--- config.mk ---
export PLATFORM = sky130hd
export DESIGN_NAME = uart_date_parser_flat
export DESIGN_NICKNAME = d
export VERILOG_FILES = /design/src/rtl/uart_date_parser_if.sv /design/src/rtl/uart_date_parser.sv /design/src/flat_wrapper.sv
export SDC_FILE = /design/constraint.sdc
export NUM_CORES = 1
export LEC_CHECK = 0
export ABC_AREA = 0
export ABC_CLOCK_PERIOD_IN_PS = 2400
export CORE_UTILIZATION = 45
export DETAILED_ROUTE_END_ITERATION = 10
export PLACE_DENSITY = 0.68
export SETUP_SLACK_MARGIN = 0.5
export SLEW_MARGIN = 25
export SYNTH_ARGS = -nofsm -noshare
export SYNTH_HDL_FRONTEND = slang
export SYNTH_SLANG_ARGS = --single-unit
export TNS_END_PERCENT = 100
--- constraint.sdc ---
create_clock -name clk -period 2.4 [get_ports clk]
set_input_delay 0.48 -clock clk [delete_from_list [all_inputs] [get_ports clk]]
set_output_delay 0.48 -clock clk [all_outputs]
set_load 0.01 [all_outputs]
--- src/rtl/uart_date_parser_if.sv ---
// Byte-in / date-out bundle between the UART receiver side and the date parser.
interface uart_date_parser_if;
  logic        op_flag;
  logic [7:0]  op_data;
  logic        date_flag;
  logic [15:0] year;
  logic [7:0]  month;
  logic [7:0]  day;
  logic        err_flag;
  logic [1:0]  err_code;

  modport master (
    output op_flag, op_data,
    input  date_flag, year, month, day, err_flag, err_code
  );

  modport slave (
    input  op_flag, op_data,
    output date_flag, year, month, day, err_flag, err_code
  );
endinterface

--- src/rtl/uart_date_parser.sv ---
// Assembles four UART bytes (year hi, year lo, month, day) into a BCD date,
// validates it and publishes it with a one-cycle strobe. Bad or stalled
// frames raise a one-cycle error strobe with a held error code.
module uart_date_parser #(
  parameter logic [15:0] TIMEOUT_CNT_MAX = 16'd8680
) (
  input logic              clk,
  input logic              rst_n,
  uart_date_parser_if.slave bus
);

  typedef enum logic [1:0] {
    S_IDLE = 2'd0,
    S_Y_LO = 2'd1,
    S_MON  = 2'd2,
    S_DAY  = 2'd3
  } state_t;

  localparam logic [1:0] ERR_BCD     = 2'b01;
  localparam logic [1:0] ERR_RANGE   = 2'b10;
  localparam logic [1:0] ERR_TIMEOUT = 2'b11;

  state_t      r_state;
  logic [15:0] r_cnt;
  logic [7:0]  r_yh;
  logic [7:0]  r_yl;
  logic [7:0]  r_mon;
  logic [15:0] r_year;
  logic [7:0]  r_month;
  logic [7:0]  r_day;
  logic        r_date_flag;
  logic        r_err_flag;
  logic [1:0]  r_err_code;

  logic        w_tc;
  logic        w_bcd_err;
  logic        w_range_err;

  function automatic logic nib_bad(input logic [7:0] b);
    return (b[7:4] > 4'h9) || (b[3:0] > 4'h9);
  endfunction

  function automatic logic [7:0] day_limit(input logic [7:0] m);
    case (m)
      8'h02:                      return 8'h29;
      8'h04, 8'h06, 8'h09, 8'h11: return 8'h30;
      default:                    return 8'h31;
    endcase
  endfunction

  // Frame checks on the three shadows plus the day byte arriving this cycle;
  // the counter fires on the cycle it would reach its maximum, so the error
  // strobe lands TIMEOUT_CNT_MAX+1 cycles after the last accepted byte.
  always_comb begin
    w_tc        = (r_state != S_IDLE) && (r_cnt == TIMEOUT_CNT_MAX - 16'd1);
    w_bcd_err   = nib_bad(r_yh) || nib_bad(r_yl) || nib_bad(r_mon) ||
                  nib_bad(bus.op_data);
    w_range_err = (r_mon < 8'h01) || (r_mon > 8'h12) ||
                  (bus.op_data == 8'h00) || (bus.op_data > day_limit(r_mon));
  end

  // Shadow capture of the first three bytes; contents only matter mid-frame.
  always_ff @(posedge clk) begin
    if (bus.op_flag) begin
      case (r_state)
        S_IDLE:  r_yh  <= bus.op_data;
        S_Y_LO:  r_yl  <= bus.op_data;
        S_MON:   r_mon <= bus.op_data;
        default: ;
      endcase
    end
  end

  // Frame FSM with timeout counter and registered date/error outputs.
  always_ff @(posedge clk or negedge rst_n) begin
    if (!rst_n) begin
      r_state     <= S_IDLE;
      r_cnt       <= 16'd0;
      r_year      <= 16'h0000;
      r_month     <= 8'h00;
      r_day       <= 8'h00;
      r_date_flag <= 1'b0;
      r_err_flag  <= 1'b0;
      r_err_code  <= 2'b00;
    end else begin
      r_date_flag <= 1'b0;
      r_err_flag  <= 1'b0;
      if (r_state == S_IDLE) begin
        r_cnt <= 16'd0;
        if (bus.op_flag) r_state <= S_Y_LO;
      end else if (bus.op_flag) begin
        // A byte always beats a coincident terminal count.
        r_cnt <= 16'd0;
        case (r_state)
          S_Y_LO: r_state <= S_MON;
          S_MON:  r_state <= S_DAY;
          default: begin
            r_state <= S_IDLE;
            if (w_bcd_err) begin
              r_err_flag <= 1'b1;
              r_err_code <= ERR_BCD;
            end else if (w_range_err) begin
              r_err_flag <= 1'b1;
              r_err_code <= ERR_RANGE;
            end else begin
              r_year      <= {r_yh, r_yl};
              r_month     <= r_mon;
              r_day       <= bus.op_data;
              r_date_flag <= 1'b1;
            end
          end
        endcase
      end else if (w_tc) begin
        r_state    <= S_IDLE;
        r_cnt      <= 16'd0;
        r_err_flag <= 1'b1;
        r_err_code <= ERR_TIMEOUT;
      end else begin
        r_cnt <= r_cnt + 16'd1;
      end
    end
  end

  assign bus.date_flag = r_date_flag;
  assign bus.year      = r_year;
  assign bus.month     = r_month;
  assign bus.day       = r_day;
  assign bus.err_flag  = r_err_flag;
  assign bus.err_code  = r_err_code;

endmodule

--- src/flat_wrapper.sv ---
// flat-port wrapper written by rule: the top's interface ports become plain ports
module uart_date_parser_flat 
#(
  parameter logic [15:0] TIMEOUT_CNT_MAX = 16'd8680
)
  (clk, rst_n, bus_op_flag, bus_op_data, bus_date_flag, bus_year, bus_month, bus_day, bus_err_flag, bus_err_code);
  uart_date_parser_if bus_i ();
  input logic clk;
  input logic rst_n;
  input wire logic [$bits(bus_i.op_flag)-1:0] bus_op_flag;
  input wire logic [$bits(bus_i.op_data)-1:0] bus_op_data;
  output wire logic [$bits(bus_i.date_flag)-1:0] bus_date_flag;
  output wire logic [$bits(bus_i.year)-1:0] bus_year;
  output wire logic [$bits(bus_i.month)-1:0] bus_month;
  output wire logic [$bits(bus_i.day)-1:0] bus_day;
  output wire logic [$bits(bus_i.err_flag)-1:0] bus_err_flag;
  output wire logic [$bits(bus_i.err_code)-1:0] bus_err_code;
  assign bus_i.op_flag = bus_op_flag;
  assign bus_i.op_data = bus_op_data;
  assign bus_date_flag = bus_i.date_flag;
  assign bus_year = bus_i.year;
  assign bus_month = bus_i.month;
  assign bus_day = bus_i.day;
  assign bus_err_flag = bus_i.err_flag;
  assign bus_err_code = bus_i.err_code;
  uart_date_parser #(.TIMEOUT_CNT_MAX(TIMEOUT_CNT_MAX)) u_core (.clk(clk), .rst_n(rst_n), .bus(bus_i));
endmodule
Yosys cells after proc, flatten, opt, wreduce, memory -nomap -nowiden
Index checks and enable logic that the tools add are counted.

word-level totals
  bits in registers = 78
  output and inout port bits = 36

cells by class
  bitwise gates (word level) = 4
  equal/unequal tests = 11
  add/sub/neg operators = 1
  muxes and demuxes = 25
  magnitude comparators = 11
  reductions and logical operators = 23

operators by type and width
  cell                                                                      count
  16-bit two-way mux                                                        3
  4-bit > comparator (second input constant)                                8
  2-bit two-way mux                                                         9
  16-bit by 1-bit adder with 16-bit output (second input constant)          1
  16-bit by 14-bit equality test with 1-bit output (second input constant)  1
  8-bit by 3-bit equality test with 1-bit output (second input constant)    2
  1-bit two-way mux                                                         11
  1-bit logical OR                                                          10
  5-bit one-hot mux with 2 select lines                                     1
  8-bit by 2-bit equality test with 1-bit output (second input constant)    1
  8-bit by 4-bit equality test with 1-bit output (second input constant)    1
  8-bit by 5-bit equality test with 1-bit output (second input constant)    1
  8-bit by 5-bit > comparator with 1-bit output (second input constant)     1
  8-bit by 6-bit > comparator with 1-bit output                             1
  8-bit logical NOT                                                         1
  8-bit by 1-bit < comparator with 1-bit output (second input constant)     1
  2-bit AND reduction                                                       4
  5-bit AND reduction                                                       1
  2-bit != test (second input constant)                                     2
  1-bit inverter                                                            4
  2-bit one-hot mux with 2 select lines                                     1
  4-bit AND reduction                                                       1
  2-bit nonzero test                                                        2
  4-bit OR reduction                                                        1
  6 further kinds                                                           6

Longest topological paths before layout
Gate-level depths: netlist of run 1.

  word-level depth = 10
  depth in mapped cells = 11
  mapped depth without buffers = 10

Worst setup path after synthesis of run 1
No wires, ideal clock.

  kind = register to register
  start point = register u_core.r_mon[3]
  end point = register u_core.r_year[10], in the netlist u_core.bus.year[10]
  setup time = 125 ps
  clock period less this slack = 2,626 ps
  stages on the path, launching flop included = 11
  setup slack = -226 ps
  data arrival time = 2,501 ps
  data required time = 2,275 ps
  cell sequence = edfxtp_1 -> nor4_1 -> and3_2 -> inv_1 -> ha_1 -> nor4b_1 -> o21bai_1 -> a211oi_4 -> nand4_4 -> buf_6 -> mux2_4

on the way
  cells in the longest elaborated chain, start to end = 7
  elaborated cells between the ends (all ways) = 20

RTL lines
  element                                                                 line                     RTL
  from (decl)                                                             uart_date_parser.sv:27   logic [7:0] r_mon;
  from (signal assigned)                                                  uart_date_parser.sv:68   S_MON: r_mon <= bus.op_data;
  8-bit by 3-bit equality test with 1-bit output (tied with other cells)  uart_date_parser.sv:44   case (m)
  4-bit OR reduction                                                      uart_date_parser.sv:44
  5-bit one-hot mux with 2 select lines                                   uart_date_parser.sv:44
  8-bit by 6-bit > comparator with 1-bit output                           uart_date_parser.sv:59   (bus.op_data == 8'h00) || (bus.op_data > day_limit(r_mon));
  1-bit logical OR                                                        uart_date_parser.sv:59
  1-bit inverter (no line)                                                --
  5-bit AND reduction (no line) (*)                                       --
  to (signal assigned)                                                    uart_date_parser.sv:106  r_year <= {r_yh, r_yl};
  to (decl)                                                               uart_date_parser.sv:28   logic [15:0] r_year;

Every way passes the cells marked *; elsewhere a longest branch is shown, timed or not.
A chain may end at the register's enable or synchronous reset.

Final worst setup path of run 1
  start point = register u_core.r_mon[0]
  end point = register u_core.r_year[8], in the netlist u_core.bus.year[8]

The elaborated chain is that of the path after synthesis.

==> run metrics, run 1 <==
status finished, violations left; violated checks negative setup slack; unrepaired setup endpoints after global routing yes; Die Height 88.1 um; CTS tree done; H-tree depth 3; CTS Sinks between 70 and 80; register bit count reported by yosys 78; DR vias/cell 4.99; max-cap violations 0; warnings from Yosys 0; Post-Syn Nets 264; core area 7210 um^2; simple logic cell fraction of the synthesized area 0.118; CP endpoint kind register; # setup viols final 34; most frequent cells in the layout 54 x dfrtp_1, 45 x clkdlybuf4s50_1, 24 x nor2_1, 24 x edfxtp_1, 22 x buf_4; Placer Congestion ~0.75; maximum clock frequency ~380 MHz; Seq/Total Area, Yosys 0.621; relative slew slack 0.568; DRT Pass-1 Iters 5; Final period util 1.09; P per Cell Area 654 nW/um^2; Most used DFF post-synth dfrtp_1; first-pass GRT wire length between 10,000 and 15,000 um; share of cells above drive strength 1 0.273; growth of design area from synthesis to finish 31.9%; Crit path required time 2640 ps; global-route usage over all layers 0.181; DRC viols 0; largest family of logic cells by synthesized area simple AND/OR/NAND/NOR gates; Fin Clk Skew 7.91 ps; nets 344; final hold vios 0; Die X 88.1 um; Final Non-Filler Cells between 400 and 500; num ports 47; final instance area between 4000 and 5000 um^2; placed cell count 406; commonest non-fill, non-tap cell in the layout dfrtp_1; vias in the first global route 2,070; Routed WL roughly 6400 um; clk_lat worst skew 350 ps; Rows 31; initial antenna violation count 0; total grt overflow 0; CP max stage cell edfxtp_1; post-DP HPWL approximately 4400 um; Post-Syn Area around 3300 um^2; initial DRC count 116; Peak VDD IR 0.000348 V; Crit Path Class reg -> reg; Syn Inst Count approximately 250; count of cell types in the netlist 39; area of placed instances 4090 um^2; min cycle time layout 2600 ps; cells along the critical path buf_4, nor3b_2, a31oi_1, o21ai_1, nand2_1, ha_4, a41oi_2, a211oi_4, nand4_4, buf_12, mux2_4; Leak slightly below 0.002 uW; initial core utilization 0.463; die footprint 7760 um^2; Post-synth EDFFs 24; Clock Path Buffers 2; min-delay worst type in -> async; CP startpoint kind register; number of CTS-inserted buffers 9; pin count of the biggest net entering global routing 29; fraction of registers with async set/reset 0.692; Crit Path Max Fanout 16; Max Slew Vio Count 0; Synth Area in Compound Gates 0.0532; antenna cells 0; Synth Area in XOR/XNOR 0.0367; CP max stage delay 430 ps; Worst-path clk slew around 80 ps; CP arrival 2840 ps; # fillers 567; post-detailed-route wirelength per cell 15.0 um; post-synthesis mux area share 0.114; overall power between 2000 and 3000 uW; root buf cell clkbuf_8; Port-buffer cells 46; worst hold slack 148 ps; actual slew at the worst max-slew pin between 600 and 700 ps; Mean Syn Cell Area 13.6 um^2; remaining antenna violation count 0; adder-cell share of the synthesized area 0.0300; via count 2,140; fin worst setup slack -205 ps; Post-CTS Hold Buffers 0
## power breakdown
group / internal (uW) / switching, uW
Combinational: 212 / 277
Sequential: 1510 / 69.5
Clock: 363 / 452
Total: 2080 / 798
## cell families (layout without fill, tap and decap cells)
| group | count (synthesis) | after routing |
|---|---|---|
| AOI/OAI and AO/OA | 26 | 26 |
| DFF | 78 | 78 |
| muxes | 27 | 27 |
| and+or+nand+nor | 74 | 74 |
| adders and majority gates | 8 | 8 |
| buffers and inverters | 18 | 103 |
| xor gates and xnor gates | 14 | 14 |
## worst max-delay path, delay by kind of cell, from the launching register on
kind | cells | cell delay, ps
AO/OA/AOI/OAI | 4 | 670
adder cells (fa/ha/maj) | 1 | 280
buffers and inverters | 2 | 380
flip-flops | 1 | 430
multiplexers | 1 | 310
AND/OR/NAND/NOR | 3 | 410
## metal layers
layer / share of wire / wire [um] / track usage / up-vias
li1: - / - / - / 1025
met1: 0.46 / 2940 / 0.235 / 1058
met2: 0.49 / 3170 / 0.293 / 46
met3: 0.035 / 228 / 0.0434 / 11
met4: 0.016 / 104 / 0.0748 / 0
met5: 0 / 0 / 0 / -
## final cells by class
type / count / area, um^2 / share of cell area
well taps: 99 / 124 / 0.0281
repair buffers: 75 / 717 / 0.163
inverters: 12 / 45.0 / 0.0102
flip-flops and latches: 78 / 2070 / 0.471
clock inverters: 6 / 28.8 / 0.00654
multi-input cells: 149 / 1290 / 0.293
clock buffers: 10 / 128 / 0.0290
## repair_timing
item | in CTS | in global routing
endpoints found under the setup margin | 52 | 53
gates resized for setup | 12 | 10
buffers inserted | 4 | 3
pin swaps | 6 | 0
## final timing paths
kind / from / depth (start not counted) / slack (ps) / to
min: rst_n / 1 / 150 / u_core.bus.month[5]
min in group clk: u_core.r_yh[4] / 1 / 480 / u_core.bus.year[12]
min reg2reg: u_core.r_yh[4] / 1 / 480 / u_core.bus.year[12]
max reg2reg: u_core.r_mon[0] / 11 / -200 / u_core.bus.year[8]
max: u_core.r_mon[0] / 11 / -200 / u_core.bus.year[8]
max in group asynchronous: rst_n / 2 / 1680 / u_core.bus.month[3]
## Yosys cell counts (7+ instances only)
cell | n | share of area
and2_1 | 8 | 0.015
xnor2_1 | 9 | 0.024
nor2_1 | 25 | 0.028
mux2_4 | 20 | 0.090
edfxtp_1 | 24 | 0.22
o21ai_0 | 12 | 0.018
mux2_2 | 7 | 0.024
dfrtp_1 | 54 | 0.40
inv_1 | 12 | 0.013
nand2_1 | 7 | 0.0079
nand3_1 | 8 | 0.012
ha_1 | 8 | 0.030
## registers in the layout, summed over array words and instances, names as in the netlist
signal,count
u_core.bus.err_code,2
u_core.bus.month,8
u_core.r_yl,8
u_core.r_mon,8
u_core.r_yh,8
u_core.bus.date_flag,1
u_core.r_state,2
u_core.bus.year,16
u_core.bus.err_flag,1
u_core.bus.day,8
u_core.r_cnt,16
## per-stage QoR
stage,TNS [ps],util,setup slack [ps]
after floorplan,-3820,-,-162
after global placement,-3890,0.567,-168
after detailed placement,-6730,0.567,-266
after CTS,-4510,0.599,-171
after global routing,-11320,0.610,-362
final,-5520,0.610,-205
Power figures use the tool's default switching activity.
==> inputs of run 2 (changes only) <==
--- a/constraint.sdc
+++ b/constraint.sdc
@@ -3,2 +3,2 @@
 set_output_delay 0.48 -clock clk [all_outputs]
-set_load 0.01 [all_outputs]
+set_load 0.02 [all_outputs]
==> run metrics, run 2 (synthesis gave the netlist of run 1 again) <==
status finished, violations left; violated checks negative setup slack; CP max stage delay 410 ps (-20 ps); Placer Congestion 0.816 (+9.0%); growth of design area from synthesis to finish 31.3%; number of CTS-inserted buffers 9 (unchanged); R2R depth 10 (-1); commonest non-fill, non-tap cell in the layout dfrtp_1; min-delay worst type in -> async; Fin Clk Skew 9.54 ps (+1.62 ps); P per Cell Area 693 nW/um^2 (+6.0%); total grt overflow 0 (unchanged); share of cells above drive strength 1 0.263 (-0.00973); actual slew at the worst max-slew pin 488 ps (-159 ps); min cycle time layout 2570 ps (-32.5 ps); Routed WL 6360 um (-1.3%); num ports 47 (unchanged); Crit Path Max Fanout 23 (+7); Comb pwr share 0.162 (-0.008); unrepaired setup endpoints after global routing yes; root buf cell clkbuf_8; DR vias/cell 4.89 (-1.9%); most frequent cells in the layout 54 x dfrtp_1, 45 x clkdlybuf4s50_1, 24 x nor2_1, 24 x edfxtp_1, 23 x buf_4; final hold vios 0 (unchanged); Clock Path Buffers 2 (unchanged); Die Height 88.1 um (unchanged); cells along the critical path nor4_2, and3_4, inv_2, ha_4, o21ai_1, o21bai_2, a211oi_4, nand4_4, buf_12, mux2_4; maximum clock frequency 389 MHz (+1.3%); placed cell count 408 (+0.49%); internal power 2210 uW (+6.1%); sw frac 0.272 (-0.00481); initial antenna violation count 0 (unchanged); antenna cells 0 (unchanged); Leak 0.00192 uW (-0.28%); CTS Sinks 78 (unchanged); H-tree depth 3 (unchanged); Final Core Density 0.607 (-0.00295); Die X 88.1 um (unchanged); sequential power share 0.517 (-0.030); CP max stage cell edfxtp_1; core area 7210 um^2 (unchanged); Clk network pwr share 0.321 (+0.038); Peak VDD IR 0.000396 V (+14%); relative slew slack 0.675 (+0.106); post-detailed-route wirelength per cell 14.9 um (-0.61%); Final Non-Filler Cells 426 (-0.70%); DRC viols 0 (unchanged); R2R Path Start u_core.r_mon[3]; CP endpoint kind register; TNS Setup -4070 ps (+1460 ps); cell family with most CP delay simple AND/OR/NAND/NOR gates; DRT Pass-1 Iters 4 (-1); max-cap violations 0 (unchanged); via count 2,085 (-2.6%); Crit path required time 2640 ps (about the same); Crit Path Class reg -> reg; die footprint 7760 um^2 (unchanged); Rows 31 (unchanged); Port-buffer cells 46 (unchanged); nets 341 (-0.87%); global-route usage over all layers 0.184 (+0.00252); first-pass GRT wire length 10,400 um (+1.7%); Worst Setup SP u_core.r_mon[3]; CTS tree done; Place WS -195 ps (+71.6 ps); sw power 827 uW (+3.6%); CP startpoint kind register; CP arrival 2820 ps (-20 ps); post-DP HPWL 4420 um (+0.52%); # setup viols final 32 (-5.9%); reg-to-reg setup timing slack -170 ps (+30 ps); Worst-path clk slew 80 ps (about the same); initial core utilization 0.463 (unchanged); clk_lat worst skew 350 ps (about the same); Max Slew Vio Count 0 (unchanged); pin count of the biggest net entering global routing 55 (+90%); initial DRC count 74 (-36%); vias in the first global route 2,160 (+4.3%); critical path buffer and inverter count 2 (unchanged); Final period util 1.07 (-0.0135); reg2reg end u_core.bus.year[11]; remaining antenna violation count 0 (unchanged); fin worst setup slack -173 ps (+32.5 ps)
[run 2: worst max-delay path by stage]
stage / to / cells after the start
after floorplan: u_core.bus.year[10] / 10
after global placement: u_core.bus.day[5] / 8
after detailed placement: u_core.bus.day[5] / 10
after CTS: u_core.bus.year[11] / 10
after global routing: u_core.bus.year[2] / 10
final: u_core.bus.year[11] / 10
[run 2: timing repair]
action | CTS | global route
gates resized for setup | 5 | 8
setup endpoints to repair | 52 | 53
buffers inserted | 2 | 0
hold buffers | 0 | 0
pin swaps | 2 | 0
[run 2: area by class of cell]
type,count,area (um^2)
clock buffers,12,178
clock inverters,4,26.3
fillers,597,2830
inverters,12,45.0
multi-input cells,149,1260
flip-flops and latches,78,2070
well taps,99,124
repair buffers,72,679
[run 2: stage by stage]
step | hold WS [ps] | instance area [um^2] | power (uW)
2_1_floorplan | 184 | 3370 | 1860
3_3_place_gp | 466 | 4100 | 2050
3_5_place_dp | 468 | 4100 | 2060
4_1_cts | 122 | 4340 | 3050
5_1_grt | 129 | 4380 | 3190
6_report | 120 | 4380 | 3040
[run 2: per-layer routing]
metal  part of all wire  up-vias  track usage
met4              0.016        0       0.0674
met5                  0        -            0
li1                   -     1023            -
met1               0.43     1019        0.226
met3              0.032       11       0.0603
met2               0.52       32        0.303
[run 2: power by group through the flow]
stage | combinational, uW | clock, uW | sequential, uW
after CTS | 474 | 1010 | 1570
after global placement | 453 | 0 | 1600
after global routing | 555 | 1060 | 1580
final | 491 | 975 | 1570
after floorplan | 236 | 0 | 1620
after detailed placement | 463 | 0 | 1600
==> inputs of run 3 (changes only) <==
- CORE_ASPECT_RATIO: unset -> 0.6
==> run metrics, run 3 (synthesis gave the netlist of run 1 again) <==
status finished, violations left; violated checks negative setup slack; initial DRC count 190 (+160%); DRT Pass-1 Iters 5 (+1); Place WS -311 ps (-116 ps); R2R Path Start u_core.r_mon[4]; first-pass GRT wire length 11,800 um (+13%); Crit Path Max Fanout 25 (+8.7%); num ports 47 (unchanged); core area 6910 um^2 (-4.3%); root buf cell clkbuf_16; Worst Setup SP u_core.r_mon[4]; min-delay worst type reg -> reg; R2R depth 10 (unchanged); Crit Path Class reg -> reg; P per Cell Area 769 nW/um^2 (+11%); Rows 23 (-26%); critical path buffer and inverter count 2 (unchanged); CP startpoint kind register; Final period util 1.08 (+0.0128); TNS Setup -5010 ps (-945 ps); initial antenna violation count 0 (unchanged); relative slew slack 0.604 (-0.0708); number of CTS-inserted buffers 9 (unchanged); unrepaired setup endpoints after global routing yes; critical path depth 10 (unchanged); CP max stage cell edfxtp_1; CTS tree done; final hold vios 0 (unchanged); total grt overflow 0 (unchanged); via count 2,158 (+3.5%); CP endpoint kind register; Worst-path clk slew 60 ps (-20 ps); clk_lat worst skew 340 ps (about the same); Peak VDD IR 0.000585 V (+47%); CP arrival 2820 ps (about the same); die footprint 7780 um^2 (+0.15%); Routed WL 7240 um (+14%); DRC viols 0 (unchanged); maximum clock frequency 384 MHz (-1.2%); max-cap violations 0 (unchanged); Placer Congestion 0.872 (+6.9%); Port-buffer cells 46 (unchanged); Die X 113 um (+28%); Max Slew Vio Count 0 (unchanged); min cycle time layout 2600 ps (+30.8 ps); Fin Clk Skew 9.54 ps (+0.00727 ps); cell family with most CP delay simple AND/OR/NAND/NOR gates; Die Height 68.7 um (-22%); growth of design area from synthesis to finish 35.4%; antenna cells 0 (unchanged); Clock Path Buffers 2 (unchanged); HP Start u_core.r_yl[0]; CP max stage delay 430 ps (+20 ps); CTS Sinks 78 (unchanged); initial core utilization 0.483 (+0.0206); H-tree depth 3 (unchanged); post-detailed-route wirelength per cell 17.3 um (+16%); remaining antenna violation count 0 (unchanged); actual slew at the worst max-slew pin 591 ps (+103 ps); Leak 0.00198 uW (+3.4%); DR vias/cell 5.15 (+5.2%); share of cells above drive strength 1 0.280 (+0.0171); global-route usage over all layers 0.212 (+0.0280); pin count of the biggest net entering global routing 28 (-49%); commonest non-fill, non-tap cell in the layout dfrtp_1; Worst Hold Depth 1; # setup viols final 32 (unchanged); most frequent cells in the layout 54 x dfrtp_1, 45 x clkdlybuf4s50_1, 27 x buf_4; vias in the first global route 2,166 (+0.28%); fin worst setup slack -203 ps (-30.8 ps); nets 346 (+1.5%); post-DP HPWL 5140 um (+16%); cells along the critical path nor4_4, and3_4, inv_2, ha_4, nor4b_4, o21bai_2, a211oi_4, nand4_4, buf_12, mux2_4; Crit path required time 2620 ps (-20 ps)
-- run 3: cell count changes in the layout (fill, tap and decap cells not counted), sizes merged --
cell,change
bufinv,+1
clkbuf,-3
dlygate4sd3,+1
buf,+4
clkinv,+1
inv,+1
-- run 3: report_power, final --
part	internal (uW)	switching, uW	total [uW]
registers	1510	77.9	1590
logic	226	306	532
clock network	808	549	1360
total	2540	933	3480
-- run 3: final cells by class --
type	count	area, um^2
clock inverters	7	73.8
fillers	526	2390
repair buffers	77	711
well taps	87	109
flip-flops and latches	78	2070
multi-input cells	149	1280
clock buffers	9	225
inverters	12	45.0
-- run 3: timing repair --
action | CTS | global route
pin swaps | 2 | 1
endpoints found under the hold margin | 5 | 0
hold buffers | 1 | 0
gates resized for setup | 12 | 6
setup buffers | 5 | 0
setup endpoints to repair | 52 | 53
-- run 3: path summary, 6_finish.rpt --
path	to	slack (ps)
worst max-delay path	u_core.bus.year[12]	-200
worst min-delay path	u_core.bus.year[0]	480
worst max register to register	u_core.bus.year[12]	-200
worst min register to register	u_core.bus.year[0]	480
max in group asynchronous	u_core.r_cnt[15]	1330
min in group asynchronous	u_core.bus.err_code[0]	490
-- run 3: worst register-to-register path, cell delays in order (launching register included) --
cell      delay [ps]
edfxtp_1         430
nor4_4           340
and3_4           250
inv_2             50
ha_4             160
nor4b_4          230
o21bai_2         110
a211oi_4         260
nand4_4          140
buf_12           200
mux2_4           320
-- run 3: metrics by stage --
stage	utilization	cells	power, uW	hold WS (ps)	cell area, um^2
after floorplan	-	245	1860	184	3370
after global placement	0.591	397	2080	310	4080
after detailed placement	0.591	397	2090	310	4080
after CTS	0.650	419	3490	481	4490
after global routing	0.654	419	3620	487	4520
final	0.654	419	3480	477	4520
-- run 3: per-layer routing --
metal / GRT usage / vias to the layer above / share of wire
li1: - / 1035 / -
met4: 0.0674 / 0 / 0.011
met2: 0.287 / 56 / 0.40
met5: 0 / - / 0
met1: 0.312 / 1058 / 0.53
met3: 0.0760 / 9 / 0.062
